[config.mk]
export PLATFORM = sky130hd
export DESIGN_NAME = id_ex_pipe_flat
export DESIGN_NICKNAME = d
export VERILOG_FILES = /design/src/rtl/id_ex_pipe_if.sv /design/src/rtl/id_ex_pipe.sv /design/src/flat_wrapper.sv
export SDC_FILE = /design/constraint.sdc
export NUM_CORES = 1
export LEC_CHECK = 0
export ABC_AREA = 1
export BUFFER_PORTS_ARGS = -buffer_cell sky130_fd_sc_hd__buf_4
export CAP_MARGIN = 15
export CORE_MARGIN = 4
export CORE_UTILIZATION = 42
export CTS_CLUSTER_SIZE = 40
export DETAILED_ROUTE_END_ITERATION = 10
export HOLD_SLACK_MARGIN = 0.02
export PLACE_DENSITY = 0.84
export SYNTH_ARGS = -nofsm -noshare
export SYNTH_HDL_FRONTEND = slang
export SYNTH_SLANG_ARGS = --single-unit
export TNS_END_PERCENT = 100
[constraint.sdc]
create_clock -name clk -period 1.15 [get_ports clk]
set_clock_uncertainty 0.1 [all_clocks]
set_input_delay 0 -clock clk [delete_from_list [all_inputs] [get_ports clk]]
set_output_delay 0 -clock clk [all_outputs]
set_load 0.1 [all_outputs]
[src/rtl/id_ex_pipe_if.sv]
// ID/EX pipeline boundary bundle: decode-side offer, execute-side presentation
// and the valid/ready handshake on each side.
// slave  : the pipeline register itself.
// master : the surrounding decode/execute environment.
interface id_ex_pipe_if;
    logic        id_valid;
    logic        id_ready;
    logic [31:0] instr_id;
    logic [31:0] instr_addr_id;
    logic [31:0] operand1_id;
    logic [31:0] operand2_id;
    logic        reg_wen_id;

    logic        ex_ready;
    logic        ex_valid;
    logic [31:0] instr_id_ex;
    logic [31:0] instr_addr_ex;
    logic [31:0] operand1_ex;
    logic [31:0] operand2_ex;
    logic        reg_wen_ex;

    modport slave (
        input  id_valid, instr_id, instr_addr_id, operand1_id, operand2_id,
               reg_wen_id, ex_ready,
        output id_ready, ex_valid, instr_id_ex, instr_addr_ex, operand1_ex,
               operand2_ex, reg_wen_ex
    );

    modport master (
        output id_valid, instr_id, instr_addr_id, operand1_id, operand2_id,
               reg_wen_id, ex_ready,
        input  id_ready, ex_valid, instr_id_ex, instr_addr_ex, operand1_ex,
               operand2_ex, reg_wen_ex
    );
endinterface

[src/rtl/id_ex_pipe.sv]
// ID/EX pipeline register for the RV32I core.
// Holds the decoded instruction, PC, operands and rd write enable and presents
// them to execute one cycle after acceptance. Empty slots present ADDI x0,x0,0
// with all other fields zero. flush turns every held entry into a bubble.
// Configuration macro ID_EX_SKID_EN:
//   defined   - main + skid entry, id_ready is a flop (no path from ex_ready)
//   undefined - single entry, id_ready = !ex_valid || ex_ready
module id_ex_pipe (
    input  logic          clk,
    input  logic          rst_n,
    input  logic          flush,
    id_ex_pipe_if.slave   bus
);

    localparam logic [31:0] NOP_INSTR = 32'h0000_0013;

    typedef enum logic [1:0] {
        ST_EMPTY = 2'd0,
`ifdef ID_EX_SKID_EN
        ST_ONE   = 2'd1,
        ST_TWO   = 2'd2
`else
        ST_ONE   = 2'd1
`endif
    } state_t;

    state_t      state_r;
    state_t      state_s;

    // main entry: drives the execute-side outputs directly
    logic        main_valid_r;
    logic [31:0] main_instr_r;
    logic [31:0] main_addr_r;
    logic [31:0] main_op1_r;
    logic [31:0] main_op2_r;
    logic        main_wen_r;

    logic        accept_s;
    logic        drain_s;
    logic        load_in_s;
    logic        clear_main_s;

`ifdef ID_EX_SKID_EN
    logic        ready_r;
    logic        fill_skid_s;
    logic        load_skid_s;
    logic [31:0] skid_instr_r;
    logic [31:0] skid_addr_r;
    logic [31:0] skid_op1_r;
    logic [31:0] skid_op2_r;
    logic        skid_wen_r;

    assign bus.id_ready = ready_r;
`else
    // without a skid slot an accept in ONE only works if main empties now
    assign bus.id_ready = !main_valid_r || bus.ex_ready;
`endif

    assign accept_s = bus.id_valid && bus.id_ready;
    assign drain_s  = main_valid_r && bus.ex_ready;

    // Occupancy state register
    always_ff @(posedge clk or negedge rst_n) begin
        if (!rst_n) begin
            state_r <= ST_EMPTY;
        end else begin
            state_r <= state_s;
        end
    end

    // Next occupancy and entry-movement controls; flush overrides every event
    always_comb begin
        state_s      = state_r;
        load_in_s    = 1'b0;
        clear_main_s = 1'b0;
`ifdef ID_EX_SKID_EN
        fill_skid_s  = 1'b0;
        load_skid_s  = 1'b0;
`endif
        if (flush) begin
            state_s      = ST_EMPTY;
            clear_main_s = 1'b1;
        end else begin
            case (state_r)
                ST_EMPTY: begin
                    if (accept_s) begin
                        load_in_s = 1'b1;
                        state_s   = ST_ONE;
                    end else begin
                        state_s   = ST_EMPTY;
                    end
                end
                ST_ONE: begin
                    if (accept_s && drain_s) begin
                        load_in_s = 1'b1;
                        state_s   = ST_ONE;
`ifdef ID_EX_SKID_EN
                    end else if (accept_s) begin
                        fill_skid_s = 1'b1;
                        state_s     = ST_TWO;
`endif
                    end else if (drain_s) begin
                        clear_main_s = 1'b1;
                        state_s      = ST_EMPTY;
                    end else begin
                        state_s = ST_ONE;
                    end
                end
`ifdef ID_EX_SKID_EN
                ST_TWO: begin
                    if (drain_s) begin
                        load_skid_s = 1'b1;
                        state_s     = ST_ONE;
                    end else begin
                        state_s     = ST_TWO;
                    end
                end
`endif
                default: begin
                    state_s      = ST_EMPTY;
                    clear_main_s = 1'b1;
                end
            endcase
        end
    end

`ifdef ID_EX_SKID_EN
    // Registered ready: low exactly while both entries are occupied
    always_ff @(posedge clk or negedge rst_n) begin
        if (!rst_n) begin
            ready_r <= 1'b1;
        end else begin
            ready_r <= (state_s != ST_TWO);
        end
    end

    // Skid entry capture when main is stalled and a new instruction arrives
    always_ff @(posedge clk or negedge rst_n) begin
        if (!rst_n) begin
            skid_instr_r <= 32'h0000_0000;
            skid_addr_r  <= 32'h0000_0000;
            skid_op1_r   <= 32'h0000_0000;
            skid_op2_r   <= 32'h0000_0000;
            skid_wen_r   <= 1'b0;
        end else if (fill_skid_s) begin
            skid_instr_r <= bus.instr_id;
            skid_addr_r  <= bus.instr_addr_id;
            skid_op1_r   <= bus.operand1_id;
            skid_op2_r   <= bus.operand2_id;
            skid_wen_r   <= bus.reg_wen_id;
        end
    end
`endif

    // Main entry: bubble when empty, else loaded from decode or from the skid
    always_ff @(posedge clk or negedge rst_n) begin
        if (!rst_n) begin
            main_valid_r <= 1'b0;
            main_instr_r <= NOP_INSTR;
            main_addr_r  <= 32'h0000_0000;
            main_op1_r   <= 32'h0000_0000;
            main_op2_r   <= 32'h0000_0000;
            main_wen_r   <= 1'b0;
        end else if (clear_main_s) begin
            main_valid_r <= 1'b0;
            main_instr_r <= NOP_INSTR;
            main_addr_r  <= 32'h0000_0000;
            main_op1_r   <= 32'h0000_0000;
            main_op2_r   <= 32'h0000_0000;
            main_wen_r   <= 1'b0;
        end else if (load_in_s) begin
            main_valid_r <= 1'b1;
            main_instr_r <= bus.instr_id;
            main_addr_r  <= bus.instr_addr_id;
            main_op1_r   <= bus.operand1_id;
            main_op2_r   <= bus.operand2_id;
            main_wen_r   <= bus.reg_wen_id;
`ifdef ID_EX_SKID_EN
        end else if (load_skid_s) begin
            main_valid_r <= 1'b1;
            main_instr_r <= skid_instr_r;
            main_addr_r  <= skid_addr_r;
            main_op1_r   <= skid_op1_r;
            main_op2_r   <= skid_op2_r;
            main_wen_r   <= skid_wen_r;
`endif
        end
    end

    // main_wen_r is only ever set alongside main_valid_r, so it is already gated
    assign bus.ex_valid      = main_valid_r;
    assign bus.instr_id_ex   = main_instr_r;
    assign bus.instr_addr_ex = main_addr_r;
    assign bus.operand1_ex   = main_op1_r;
    assign bus.operand2_ex   = main_op2_r;
    assign bus.reg_wen_ex    = main_wen_r;

endmodule
[src/flat_wrapper.sv]
// flat-port wrapper written by rule: the top's interface ports become plain ports
module id_ex_pipe_flat 
  (clk, rst_n, flush, bus_id_valid, bus_instr_id, bus_instr_addr_id, bus_operand1_id, bus_operand2_id, bus_reg_wen_id, bus_ex_ready, bus_id_ready, bus_ex_valid, bus_instr_id_ex, bus_instr_addr_ex, bus_operand1_ex, bus_operand2_ex, bus_reg_wen_ex);
  id_ex_pipe_if bus_i ();
  input  logic clk;
  input  logic rst_n;
  input  logic flush;
  input wire logic [$bits(bus_i.id_valid)-1:0] bus_id_valid;
  input wire logic [$bits(bus_i.instr_id)-1:0] bus_instr_id;
  input wire logic [$bits(bus_i.instr_addr_id)-1:0] bus_instr_addr_id;
  input wire logic [$bits(bus_i.operand1_id)-1:0] bus_operand1_id;
  input wire logic [$bits(bus_i.operand2_id)-1:0] bus_operand2_id;
  input wire logic [$bits(bus_i.reg_wen_id)-1:0] bus_reg_wen_id;
  input wire logic [$bits(bus_i.ex_ready)-1:0] bus_ex_ready;
  output wire logic [$bits(bus_i.id_ready)-1:0] bus_id_ready;
  output wire logic [$bits(bus_i.ex_valid)-1:0] bus_ex_valid;
  output wire logic [$bits(bus_i.instr_id_ex)-1:0] bus_instr_id_ex;
  output wire logic [$bits(bus_i.instr_addr_ex)-1:0] bus_instr_addr_ex;
  output wire logic [$bits(bus_i.operand1_ex)-1:0] bus_operand1_ex;
  output wire logic [$bits(bus_i.operand2_ex)-1:0] bus_operand2_ex;
  output wire logic [$bits(bus_i.reg_wen_ex)-1:0] bus_reg_wen_ex;
  assign bus_i.id_valid = bus_id_valid;
  assign bus_i.instr_id = bus_instr_id;
  assign bus_i.instr_addr_id = bus_instr_addr_id;
  assign bus_i.operand1_id = bus_operand1_id;
  assign bus_i.operand2_id = bus_operand2_id;
  assign bus_i.reg_wen_id = bus_reg_wen_id;
  assign bus_i.ex_ready = bus_ex_ready;
  assign bus_id_ready = bus_i.id_ready;
  assign bus_ex_valid = bus_i.ex_valid;
  assign bus_instr_id_ex = bus_i.instr_id_ex;
  assign bus_instr_addr_ex = bus_i.instr_addr_ex;
  assign bus_operand1_ex = bus_i.operand1_ex;
  assign bus_operand2_ex = bus_i.operand2_ex;
  assign bus_reg_wen_ex = bus_i.reg_wen_ex;
  id_ex_pipe u_core (.clk(clk), .rst_n(rst_n), .flush(flush), .bus(bus_i));
endmodule
==> qor.csv, run 1 <==
stage,metric,value,unit
cells_and_area,fill count,396,
clock_tree,Worst-path clk slew,0.06,ns
outcome,status,finished with violations,
timing,fmax,0.6341,GHz
global_route,initial antenna violation count,3,
setup_path,Worst EP required,1.39,ns
setup_path,"slowest stage delay, CP",0.53,ns
synthesis,post-synth top area cell,dfrtp_1,
setup_path,Crit path arrival time,1.82,ns
die,Starting Density,43.04,%
die,row count,42,
detailed_routing,Post-route DRC,0,
clock_tree,CTS tree,built,
detailed_routing,WL/cell,28.81,um
synthesis,"Seq/Total Area, Yosys",57.59,%
timing,Slew Limit Fails,0,
placed_design,GP Congestion,0.8412,
clock_tree,CTS Buffer Depth,2,
power,Clk pwr share,27.4,%
timing,final hold violation count,18,
power,power per cell area,1569,nW/um^2
setup_path,crit path max fanout,19,
placed_design,dpl ws,-0.2733,ns
global_route,Tot GR Track Use,33.42,%
setup_path,startpoint types,flop,
power,Leak,0.006135,uW
power,cell-internal power,11190,uW
synthesis,syn_nets,744,
synthesis,Syn Area/Cell,9.343,sq um
min_path,class of the worst hold path,input pin to asynchronous set/reset pin,
timing,Worst-Margin Slew,0.4191,ns
timing,clock period minus final worst setup slack,1.577,ns
cells_and_area,NumNets Final,1188,
global_route,vias in the first global route,7395,
synthesis,synthesized area,5699,sq um
synthesis,Synth top area share,56.20,%
die,Die Ht,124.5,um
synthesis,main area contributors after synthesis,"dfrtp_1, nand4_1, nand3_1",
clock_tree,CTS Sinks,131,
die,die footprint,15500,sq um
synthesis,Mapped Cells,610,
cells_and_area,Layout Area Growth over Synthesis,116.8,%
global_route,first-pass GRT wire length,41210,um
cells_and_area,post-route core utilization,93.31,%
cells_and_area,Final Instance Area,12360,sq um
flow_run,MaxCap Viol Count,0,
setup_path,CP Buf/Inv Count,2,
power,VDD IR max,1186,uV
setup_path,worst path cell trace,nand3_2 > nand2_4 > inv_8 > bufbuf_16 > nand3_1 > nand2_1,
global_route,largest net degree at the start of global routing,66,
setup_path,Setup crit end kind,flop,
outcome,failing checks,"negative hold slack, negative setup slack",
power,switching share of power,42.27,%
timing,final setup fails,183,
clock_tree,CTS Buf Count,17,
detailed_routing,via count,8104,
placed_design,IO Port Bufs,264,
timing,Final WS setup,-0.4271,ns
detailed_routing,met3 wire length,3467,um
detailed_routing,top routing layer in use,met4,
detailed_routing,ANT nets after route,0,
power,Switch Pwr,8195,uW
setup_path,Setup CP Type,flop to flop,
synthesis,"Distinct cells, synth",16,
detailed_routing,routed vias/inst,6.504,
placed_design,Placed Area,8033,sq um
synthesis,warnings from Yosys,0,
synthesis,synthesized flop and latch total,131,
timing,Slew headroom,72.06,%
power,Combinational Power Share,43.6,%
die,Die X,124.5,um
setup_path,critical path's top delay family,flip-flops,
clock_tree,htree depth,4,
die,io pins,265,
clock_tree,Root Driver,clkbuf_16,
placed_design,dpl hpwl,12750,um
clock_tree,CTS Hold Bufs,133,
detailed_routing,Total Wirelength,35900,um
timing,worst hold margin,-0.01417,ns
die,CORE AREA,13240,sq um
detailed_routing,drt pass-1 iters,6,
clock_tree,worst-skew pair later-pin latency,0.42,ns
detailed_routing,DR WL met2,17580,um
detailed_routing,M1 WL,11320,um
timing,unrepaired setup endpoints after global routing,true,
global_route,GRT overflow,0,
power,sequential share of power,29.0,%
detailed_routing,number of DRC markers in iteration 0,987,
cells_and_area,layout cells sized above 1,42.92,%
setup_path,crit path max-delay cell type,dfrtp_4,
timing,Final period util,137.1,%
final timing paths:
check | depth (start not counted) | slack (ns) | endpoint | start
worst max-delay path | 6 | -0.43 | u_core.bus.instr_addr_ex[6]$_DFFE_PN0P_ | u_core.bus.ex_valid$_DFFE_PN0P_
worst min-delay path | 2 | -0.01 | u_core.bus.instr_addr_ex[21]$_DFFE_PN0P_ | rst_n
worst max register to register | 6 | -0.43 | u_core.bus.instr_addr_ex[6]$_DFFE_PN0P_ | u_core.bus.ex_valid$_DFFE_PN0P_
worst min register to register | 2 | 0.43 | u_core.bus.instr_id_ex[0]$_DFFE_PN1P_ | u_core.bus.instr_id_ex[0]$_DFFE_PN1P_
max in group asynchronous | 3 | 0.32 | u_core.bus.operand1_ex[17]$_DFFE_PN0P_ | rst_n
min in group clk | 5 | 0.09 | u_core.bus.instr_addr_ex[30]$_DFFE_PN0P_ | bus_ex_ready
synth_stat cells:
master,instances
nand2_1,139
nand3_1,133
dfrtp_1,128
nand4_1,127
buf_2,26
buf_4,20
clkbuf_1,17
buf_1,5
dfstp_2,3
inv_2,3
nand3b_1,3
inv_1,2
buf_6,1
nand2_2,1
nand3_2,1
nor2_1,1
through the flow:
step / TNS, ns / hold slack [ns] / power, uW / std cells
detailed placement: -30.52 / -0.1550 / 11370 / 1010
CTS: -33.39 / -0.02371 / 17560 / 1191
global route: -49.68 / 0.02627 / 19720 / 1246
global placement: -27.24 / -0.1483 / 11300 / 1010
finish: -44.07 / -0.01417 / 19390 / 1246
floorplan: -63.31 / -0.3956 / 9725 / 610
cell families after synthesis:
logic type	count (synthesis)	synth area share, %
AND/OR/NAND/NOR	405	35.52
flip-flops	131	57.59
buffers and inverters	74	6.893
worst register-to-register path, cell delays in order (launching register included):
cell	delay (ns)
dfrtp_4	0.53
nand3_2	0.12
nand2_4	0.08
inv_8	0.10
bufbuf_16	0.31
nand3_1	0.13
nand2_1	0.14
repair_timing:
item | in CTS | in global routing
endpoints found under the setup margin | 262 | 200
buffers inserted | 11 | 26
pin swaps | 11 | 23
endpoints found under the hold margin | 262 | 9
gates cloned | 6 | 26
gates resized for setup | 178 | 166
placed cells by master (no fill, tap or decap), types with 3 or more instances in the layout:
cell type      synthesis  layout
buf_12                 0      69
buf_16                 0       8
buf_4                 20     162
buf_6                  1      75
buf_8                  0      28
clkbuf_16              0      35
clkbuf_8               0       3
clkinv_2               0       6
clkinvlp_4             0       3
dfrtp_1              128     125
dfstp_2                3       3
diode_2                0       3
dlygate4sd3_1          0     133
nand2_1              139     130
nand2_2                1       5
nand2_8                0       3
nand3_1              133      86
nand3_2                1      45
nand3_4                0       3
nand3b_1               3       3
nand4_1              127     127
state kept, by name, indices dropped and copies added (netlist names):
register                  flops
u_core.bus.reg_wen_ex         1
u_core.bus.operand1_ex       32
u_core.bus.instr_id_ex       32
u_core.bus.ex_valid           1
u_core.state_r                1
u_core.bus.operand2_ex       32
u_core.bus.instr_addr_ex     32
power by group through the flow:
stage / registers, uW / clock network (uW) / logic (uW)
finish: 5610 / 5320 / 8450
global route: 5630 / 5480 / 8610
CTS: 5450 / 5150 / 6960
detailed placement: 5420 / 0 / 5950
global placement: 5410 / 0 / 5890
floorplan: 8610 / 0 / 1120
per-layer routing:
layer	track usage [%]	vias up
li1	-	3091
met1	37.56	3853
met2	58.81	848
met3	7.247	312
met4	18.31	0
met5	0	-
final cells by class:
| class | instances | area (sq um) | area share, % |
|---|---|---|---|
| well taps | 176 | 220.2 | 1.782 |
| clock buffers | 22 | 474.2 | 3.838 |
| multi-input cells | 405 | 2356 | 19.07 |
| clock inverters | 10 | 82.58 | 0.6683 |
| repair buffers | 494 | 5897 | 47.72 |
| diodes | 3 | 7.507 | 0.06075 |
| flip-flops and latches | 131 | 3288 | 26.61 |
| inverters | 5 | 31.28 | 0.2531 |
Power figures use the tool's default switching activity.
==> inputs of run 2 (changes only) <==
--- a/config.mk
+++ b/config.mk
@@ -8,6 +8,7 @@
 export ABC_AREA = 1
 export BUFFER_PORTS_ARGS = -buffer_cell sky130_fd_sc_hd__buf_4
 export CAP_MARGIN = 15
+export CORE_ASPECT_RATIO = 0.75
 export CORE_MARGIN = 4
 export CORE_UTILIZATION = 42
 export CTS_CLUSTER_SIZE = 40
==> run 2 against run 1 <==
  * The run still ends with negative hold slack, negative setup slack left
  * Critical path depth unchanged
  * Sequential share of layout area up 1.2 points
  * Power down 2.2%
  * Core utilization down 3.5 points
  * Via count down 3.9%
  * Register-to-register slack worse by 0.04 ns
  * Cell count down 2.6%
  * Clock power about the same
  * Largest power group unchanged
  * Highest routed layer unchanged
==> qor.csv, run 2 (synthesis results as in run 1) <==
stage,metric,value,unit,change
detailed_routing,routed vias/inst,6.417,,-1.3%
setup_path,startpoint types,flop,,
cells_and_area,"commonest cells after routing, fill and taps aside","buf_4, nand2_1, dlygate4sd3_1",,
power,total power,18960,uW,-2.2%
power,sequential share of power,29.6,%,+0.6 points
setup_path,"slowest stage delay, CP",0.55,ns,+0.02 ns
detailed_routing,WL/cell,27.74,um,-3.7%
clock_tree,CTS Buffer Depth,2,,unchanged
clock_tree,CTS tree,built,,
global_route,M3 GR Usage,9.689,%,+2.4 points
setup_path,slack of the worst reg-to-reg path,-0.46,ns,-0.04 ns
clock_tree,htree depth,4,,unchanged
power,switching share of power,42.70,%,+0.43 points
placed_design,Placed Area,8038,sq um,about the same
detailed_routing,ANT nets after route,0,,unchanged
setup_path,Critical Path Source,u_core.bus.ex_valid$_DFFE_PN0P_,,
detailed_routing,number of DRC markers in iteration 0,947,,-4.1%
die,Die Ht,108.9,um,-13%
outcome,status,finished with violations,,
detailed_routing,Total Wirelength,33640,um,-6.3%
detailed_routing,Post-route DRC,0,,unchanged
clock_tree,CTS Buf Count,17,,unchanged
timing,Slew Limit Fails,0,,unchanged
outcome,failing checks,"negative hold slack, negative setup slack",,
power,Combinational Power Share,42.3,%,-1.3 points
global_route,largest net degree at the start of global routing,58,,-12%
setup_path,worst path cell trace,nand2_8 > nand2_8 > nand2_8 > buf_12 > nand4_1 > nand2_1,,
die,io pins,265,,unchanged
setup_path,Crit path arrival time,1.86,ns,+0.04 ns
placed_design,GP Congestion,0.8242,,-2.0%
setup_path,Setup crit end kind,flop,,
cells_and_area,area of the multi-input gates,2175,sq um,-7.7%
setup_path,crit path max fanout,26,,+7
setup_path,crit path max-delay cell type,dfrtp_4,,
cells_and_area,Finished Layout Cells,1213,,-2.6%
clock_tree,Worst-path clk slew,0.07,ns,about the same
setup_path,crit-path most repeated cell,nand2_8,,
clock_tree,worst-skew pair later-pin latency,0.42,ns,about the same
global_route,initial antenna violation count,2,,-1
min_path,class of the worst hold path,input pin to asynchronous set/reset pin,,
clock_tree,Root Driver,clkbuf_16,,
detailed_routing,drt pass-1 iters,5,,-1
global_route,first-pass GRT wire length,40210,um,-2.4%
timing,Slew headroom,77.23,%,+5.2 points
setup_path,Worst EP required,1.39,ns,about the same
placed_design,dpl hpwl,12750,um,about the same
cells_and_area,fill count,461,,+16%
setup_path,critical path's top delay family,simple AND/OR/NAND/NOR gates,,
placed_design,IO Port Bufs,264,,unchanged
die,CORE AREA,13150,sq um,-0.68%
cells_and_area,FF+latch area,3287,sq um,about the same
timing,Worst-Margin Slew,0.3416,ns,-0.07749 ns
power,Switch Pwr,8096,uW,-1.2%
timing,Final period util,140.3,%,+3.2 points
clock_tree,CTS Hold Bufs,133,,unchanged
die,Die X,142.5,um,+14%
timing,worst hold margin,-0.06785,ns,-0.05368 ns
setup_path,FF-to-FF End,u_core.bus.operand2_ex[11]$_DFFE_PN0P_,,
global_route,met2 usage,55.66,%,-3.1 points
cells_and_area,"commonest non-fill, non-tap cell in the layout",buf_4,,
setup_path,Worst R2R Start,u_core.bus.ex_valid$_DFFE_PN0P_,,
global_route,met1 Resource Use GR,39.90,%,+2.3 points
cells_and_area,layout cells sized above 1,37.34,%,-5.6 points
cells_and_area,Layout Area Growth over Synthesis,107.3,%,
cells_and_area,Final Instance Area,11820,sq um,-4.4%
power,Clk pwr share,28.1,%,+0.7 points
timing,fmax,0.6196,GHz,-2.3%
power,Leak,0.005896,uW,-3.9%
setup_path,Setup CP Type,flop to flop,,
global_route,vias in the first global route,7366,,-0.39%
clock_tree,CTS Sinks,131,,unchanged
die,row count,36,,-14%
setup_path,R2R cell count,6,,unchanged
setup_path,CP Buf/Inv Count,1,,-1
global_route,Tot GR Track Use,33.32,%,-0.095 points
placed_design,Inst Count DP,1006,,-0.40%
timing,final setup fails,170,,-7.1%
global_route,GRT overflow,0,,unchanged
power,VDD IR max,1079,uV,-9.0%
timing,final hold violation count,22,,+4
global_route,gr busiest metal,met2,,
timing,Final WS setup,-0.4640,ns,-0.03686 ns
cells_and_area,post-route core utilization,89.83,%,-3.5 points
die,Starting Density,43.33,%,+0.29 points
timing,unrepaired setup endpoints after global routing,true,,
detailed_routing,via count,7784,,-3.9%
power,power per cell area,1605,nW/um^2,+2.3%
die,die footprint,15520,sq um,+0.12%
flow_run,MaxCap Viol Count,0,,unchanged
power,cell-internal power,10860,uW,-2.9%
timing,clock period minus final worst setup slack,1.614,ns,+0.03686 ns
cells_and_area,NumNets Final,1160,,-2.4%
run 2: cell types whose count changed in the layout (fill, tap and decap cells not counted), sizes merged:
cell      delta
inv          +4
clkbuf      -12
clkinv       -1
clkinvlp     +2
nand2        +1
bufbuf       -1
buf         -21
run 2: final cells by class:
cell class              count  share of cell area, %
diodes                      3                0.06354
clock buffers              18                  3.717
clock inverters            14                  1.080
inverters                   5                 0.2647
multi-input cells         406                  18.41
flip-flops and latches    131                  27.82
well taps                 171                  1.811
repair buffers            464                  46.78
repair inverters            1                0.06354
run 2: metal layers:
layer  vias up  wire, um  part of all wire (%)
li1       3035         -                     -
met1      3680     10960                    33
met2       832     16080                    48
met3       237      4086                    12
met4         0      2521                   7.5
met5         -         0                     0
run 2: worst max path at each step:
stage | slack [ns] | depth (start not counted) | endpoint
2_1_floorplan | -0.50 | 7 | u_core.bus.instr_addr_ex[0]$_DFFE_PN0P_
3_3_place_gp | -0.24 | 5 | u_core.bus.operand1_ex[17]$_DFFE_PN0P_
3_5_place_dp | -0.30 | 6 | u_core.bus.operand2_ex[18]$_DFFE_PN0P_
4_1_cts | -0.28 | 7 | u_core.bus.instr_addr_ex[6]$_DFFE_PN0P_
5_1_grt | -0.47 | 6 | u_core.bus.instr_addr_ex[11]$_DFFE_PN0P_
6_report | -0.46 | 6 | u_core.bus.operand2_ex[11]$_DFFE_PN0P_
run 2: what timing repair did:
item | 4_1_cts | 5_1_grt
setup buffers | 8 | 12
cloned | 9 | 14
resized for setup | 81 | 225
pin swaps | 6 | 9
endpoints found under the hold margin | 262 | 22
endpoints found under the setup margin | 260 | 259
run 2: power by group through the flow:
| stage | Combinational [uW] | Sequential, uW | Clock, uW |
|---|---|---|---|
| 4_1_cts | 6800 | 5380 | 5250 |
| 6_report | 8020 | 5610 | 5320 |
| 3_3_place_gp | 5900 | 5410 | 0 |
| 5_1_grt | 8170 | 5630 | 5510 |
| 2_1_floorplan | 1120 | 8610 | 0 |
| 3_5_place_dp | 5950 | 5420 | 0 |
run 2: metrics by stage:
stage	setup TNS, ns	setup WS [ns]
2_1_floorplan	-63.31	-0.4954
3_3_place_gp	-27.65	-0.2408
3_5_place_dp	-30.47	-0.3030
4_1_cts	-33.17	-0.2798
5_1_grt	-50.39	-0.4733
6_report	-45.90	-0.4640
==> inputs of run 3 (changes only) <==
--- a/config.mk
+++ b/config.mk
@@ -15,6 +15,7 @@
 export DETAILED_ROUTE_END_ITERATION = 10
 export HOLD_SLACK_MARGIN = 0.02
 export PLACE_DENSITY = 0.84
+export SKIP_CTS_REPAIR_TIMING = 1
 export SYNTH_ARGS = -nofsm -noshare
 export SYNTH_HDL_FRONTEND = slang
 export SYNTH_SLANG_ARGS = --single-unit
==> run 3 against run 2 <==
  * Die area did not move
  * The flow still finishes with violations (negative hold slack, negative setup slack)
  * Critical path type unchanged
  * Sequential cell count did not move
  * First-iteration DRC count fell by 25%
  * Largest power group unchanged
  * Largest cell class unchanged
  * Clock power fell by 0.9%
  * Setup slack improved by 0.059 ns
==> qor.csv, run 3 (synthesis results as in run 1) <==
stage,metric,value,unit,change
detailed_routing,routed vias/inst,6.044,,-5.8%
global_route,GRT overflow,0,,unchanged
setup_path,CP Buf/Inv Count,1,,unchanged
global_route,Tot GR Track Use,23.72,%,-9.6 points
cells_and_area,post-route core utilization,86.14,%,-3.7 points
clock_tree,CTS Sinks,131,,unchanged
power,Clk pwr share,28.6,%,+0.5 points
setup_path,R2R cell count,6,,unchanged
die,io pins,265,,unchanged
clock_tree,worst-skew pair later-pin latency,0.41,ns,about the same
cells_and_area,"commonest cells after routing, fill and taps aside","buf_4, nand2_1, dlygate4sd3_1",,
global_route,initial antenna violation count,0,,-2
timing,Worst-Margin Slew,0.3311,ns,-0.01054 ns
timing,worst hold margin,-0.03341,ns,+0.03444 ns
global_route,vias in the first global route,5691,,-23%
placed_design,dpl hpwl,12750,um,unchanged
placed_design,GP Congestion,0.8242,,unchanged
setup_path,crit path max fanout,14,,-46%
global_route,first-pass GRT wire length,29390,um,-27%
power,total power,18420,uW,-2.9%
clock_tree,Root Driver,clkbuf_16,,
timing,unrepaired setup endpoints after global routing,true,,
timing,Final period util,135.2,%,-5.2 points
clock_tree,CTS Buf Count,17,,unchanged
power,Switch Pwr,7786,uW,-3.8%
cells_and_area,Layout Area Growth over Synthesis,98.79,%,
timing,Slew headroom,77.93,%,+0.70 points
die,row count,36,,unchanged
clock_tree,CTS tree,built,,
setup_path,Worst EP required,1.39,ns,about the same
power,power per cell area,1626,nW/um^2,+1.3%
setup_path,FF-to-FF End,u_core.bus.instr_addr_ex[11]$_DFFE_PN0P_,,
setup_path,Worst R2R Start,u_core.bus.ex_valid$_DFFE_PN0P_,,
timing,final setup fails,147,,-14%
die,Die X,142.5,um,unchanged
power,sequential share of power,30.2,%,+0.6 points
setup_path,"slowest stage delay, CP",0.54,ns,about the same
setup_path,worst path cell trace,nand2_8 > nand2_4 > nand2_8 > buf_16 > nand4_1 > nand2_1,,
power,Combinational Power Share,41.1,%,-1.2 points
detailed_routing,Total Wirelength,28710,um,-15%
setup_path,slack of the worst reg-to-reg path,-0.40,ns,+0.06 ns
clock_tree,htree depth,4,,unchanged
clock_tree,CTS Buffer Depth,2,,unchanged
clock_tree,Worst-path clk slew,0.07,ns,about the same
setup_path,crit path max-delay cell type,dfrtp_4,,
detailed_routing,Post-route DRC,0,,unchanged
detailed_routing,via count,7198,,-7.5%
detailed_routing,ANT nets after route,0,,unchanged
setup_path,crit-path most repeated cell,nand2_8,,
cells_and_area,Finished Layout Cells,1191,,-1.8%
setup_path,Crit path arrival time,1.79,ns,-0.07 ns
timing,final hold violation count,21,,-4.5%
power,Leak,0.005692,uW,-3.5%
power,cell-internal power,10630,uW,-2.1%
die,CORE AREA,13150,sq um,unchanged
timing,fmax,0.6433,GHz,+3.8%
power,switching share of power,42.27,%,-0.43 points
detailed_routing,number of DRC markers in iteration 0,713,,-25%
cells_and_area,layout cells sized above 1,35.82,%,-1.5 points
placed_design,Inst Count DP,1006,,unchanged
min_path,class of the worst hold path,input pin to asynchronous set/reset pin,,
setup_path,Setup CP Type,flop to flop,,
die,Starting Density,43.33,%,unchanged
cells_and_area,NumNets Final,1140,,-1.7%
global_route,largest net degree at the start of global routing,58,,unchanged
placed_design,IO Port Bufs,264,,unchanged
timing,Final WS setup,-0.4045,ns,+0.05948 ns
setup_path,critical path's top delay family,simple AND/OR/NAND/NOR gates,,
setup_path,startpoint types,flop,,
outcome,failing checks,"negative hold slack, negative setup slack",,
die,Die Ht,108.9,um,unchanged
timing,clock period minus final worst setup slack,1.554,ns,-0.05948 ns
detailed_routing,drt pass-1 iters,6,,+1
flow_run,MaxCap Viol Count,0,,unchanged
placed_design,dpl ws,-0.3030,ns,unchanged
cells_and_area,"commonest non-fill, non-tap cell in the layout",buf_4,,
timing,Slew Limit Fails,0,,unchanged
outcome,status,finished with violations,,
power,VDD IR max,1036,uV,-4.0%
die,die footprint,15520,sq um,unchanged
detailed_routing,WL/cell,24.11,um,-13%
setup_path,Setup crit end kind,flop,,
run 3: cell count changes in the layout (fill, tap and decap cells not counted), sizes merged:
cell	previous run	this run
clkbuf	28	25
inv	9	8
clkinvlp	5	4
clkinv	5	7
buf	321	305
dlygate4sd3	133	132
diode	3	1
run 3: worst max path at each step:
stage                                     from  cells after the start                                       end  slack (ns)
2_1_floorplan  u_core.bus.ex_valid$_DFFE_PN0P_                      7   u_core.bus.instr_addr_ex[0]$_DFFE_PN0P_       -0.50
3_3_place_gp   u_core.bus.ex_valid$_DFFE_PN0P_                      5    u_core.bus.operand1_ex[17]$_DFFE_PN0P_       -0.24
3_5_place_dp   u_core.bus.ex_valid$_DFFE_PN0P_                      6    u_core.bus.operand2_ex[18]$_DFFE_PN0P_       -0.30
5_1_grt        u_core.bus.ex_valid$_DFFE_PN0P_                      6  u_core.bus.instr_addr_ex[11]$_DFFE_PN0P_       -0.42
6_report       u_core.bus.ex_valid$_DFFE_PN0P_                      6  u_core.bus.instr_addr_ex[11]$_DFFE_PN0P_       -0.40
4_1_cts        u_core.bus.ex_valid$_DFFE_PN0P_                      3                              bus_id_ready       -0.38
run 3: final cells by class:
class | instances | area [sq um]
Timing Repair Buffer | 444 | 5114
Sequential cell | 131 | 3288
Multi-Input combinational cell | 406 | 2111
Fill cell | 554 | 1823
Clock buffer | 18 | 439.2
Tap cell | 171 | 214.0
Clock inverter | 14 | 127.6
Inverter | 5 | 28.78
Timing Repair inverter | 1 | 5.005
Antenna cell | 1 | 2.502
run 3: metrics by stage:
| step | cell area [sq um] | setup TNS [ns] |
|---|---|---|
| after floorplan | 5827 | -63.31 |
| after global routing | 11330 | -46.75 |
| after CTS | 8605 | -37.28 |
| final | 11330 | -40.45 |
| after global placement | 8038 | -27.65 |
| after detailed placement | 8038 | -30.47 |
run 3: metal layers:
metal  track usage (%)  routed length [um]
met1             31.14               10340
met2             37.94               13760
met3             7.979                3333
met4             6.377                1276
met5                 0                   0
run 3: power groups by stage:
stage / Clock (uW) / Sequential (uW) / Combinational [uW]
3_5_place_dp: 0 / 5420 / 5950
3_3_place_gp: 0 / 5410 / 5900
6_report: 5270 / 5570 / 7570
4_1_cts: 5250 / 5350 / 5950
5_1_grt: 5470 / 5610 / 7760
2_1_floorplan: 0 / 8610 / 1120
run 3: worst register-to-register path, stage by stage (launching register included):
cell     delay [ns]
dfrtp_4        0.54
nand2_8        0.11
nand2_4        0.09
nand2_8        0.17
buf_16         0.17
nand4_1        0.17
nand2_1        0.13
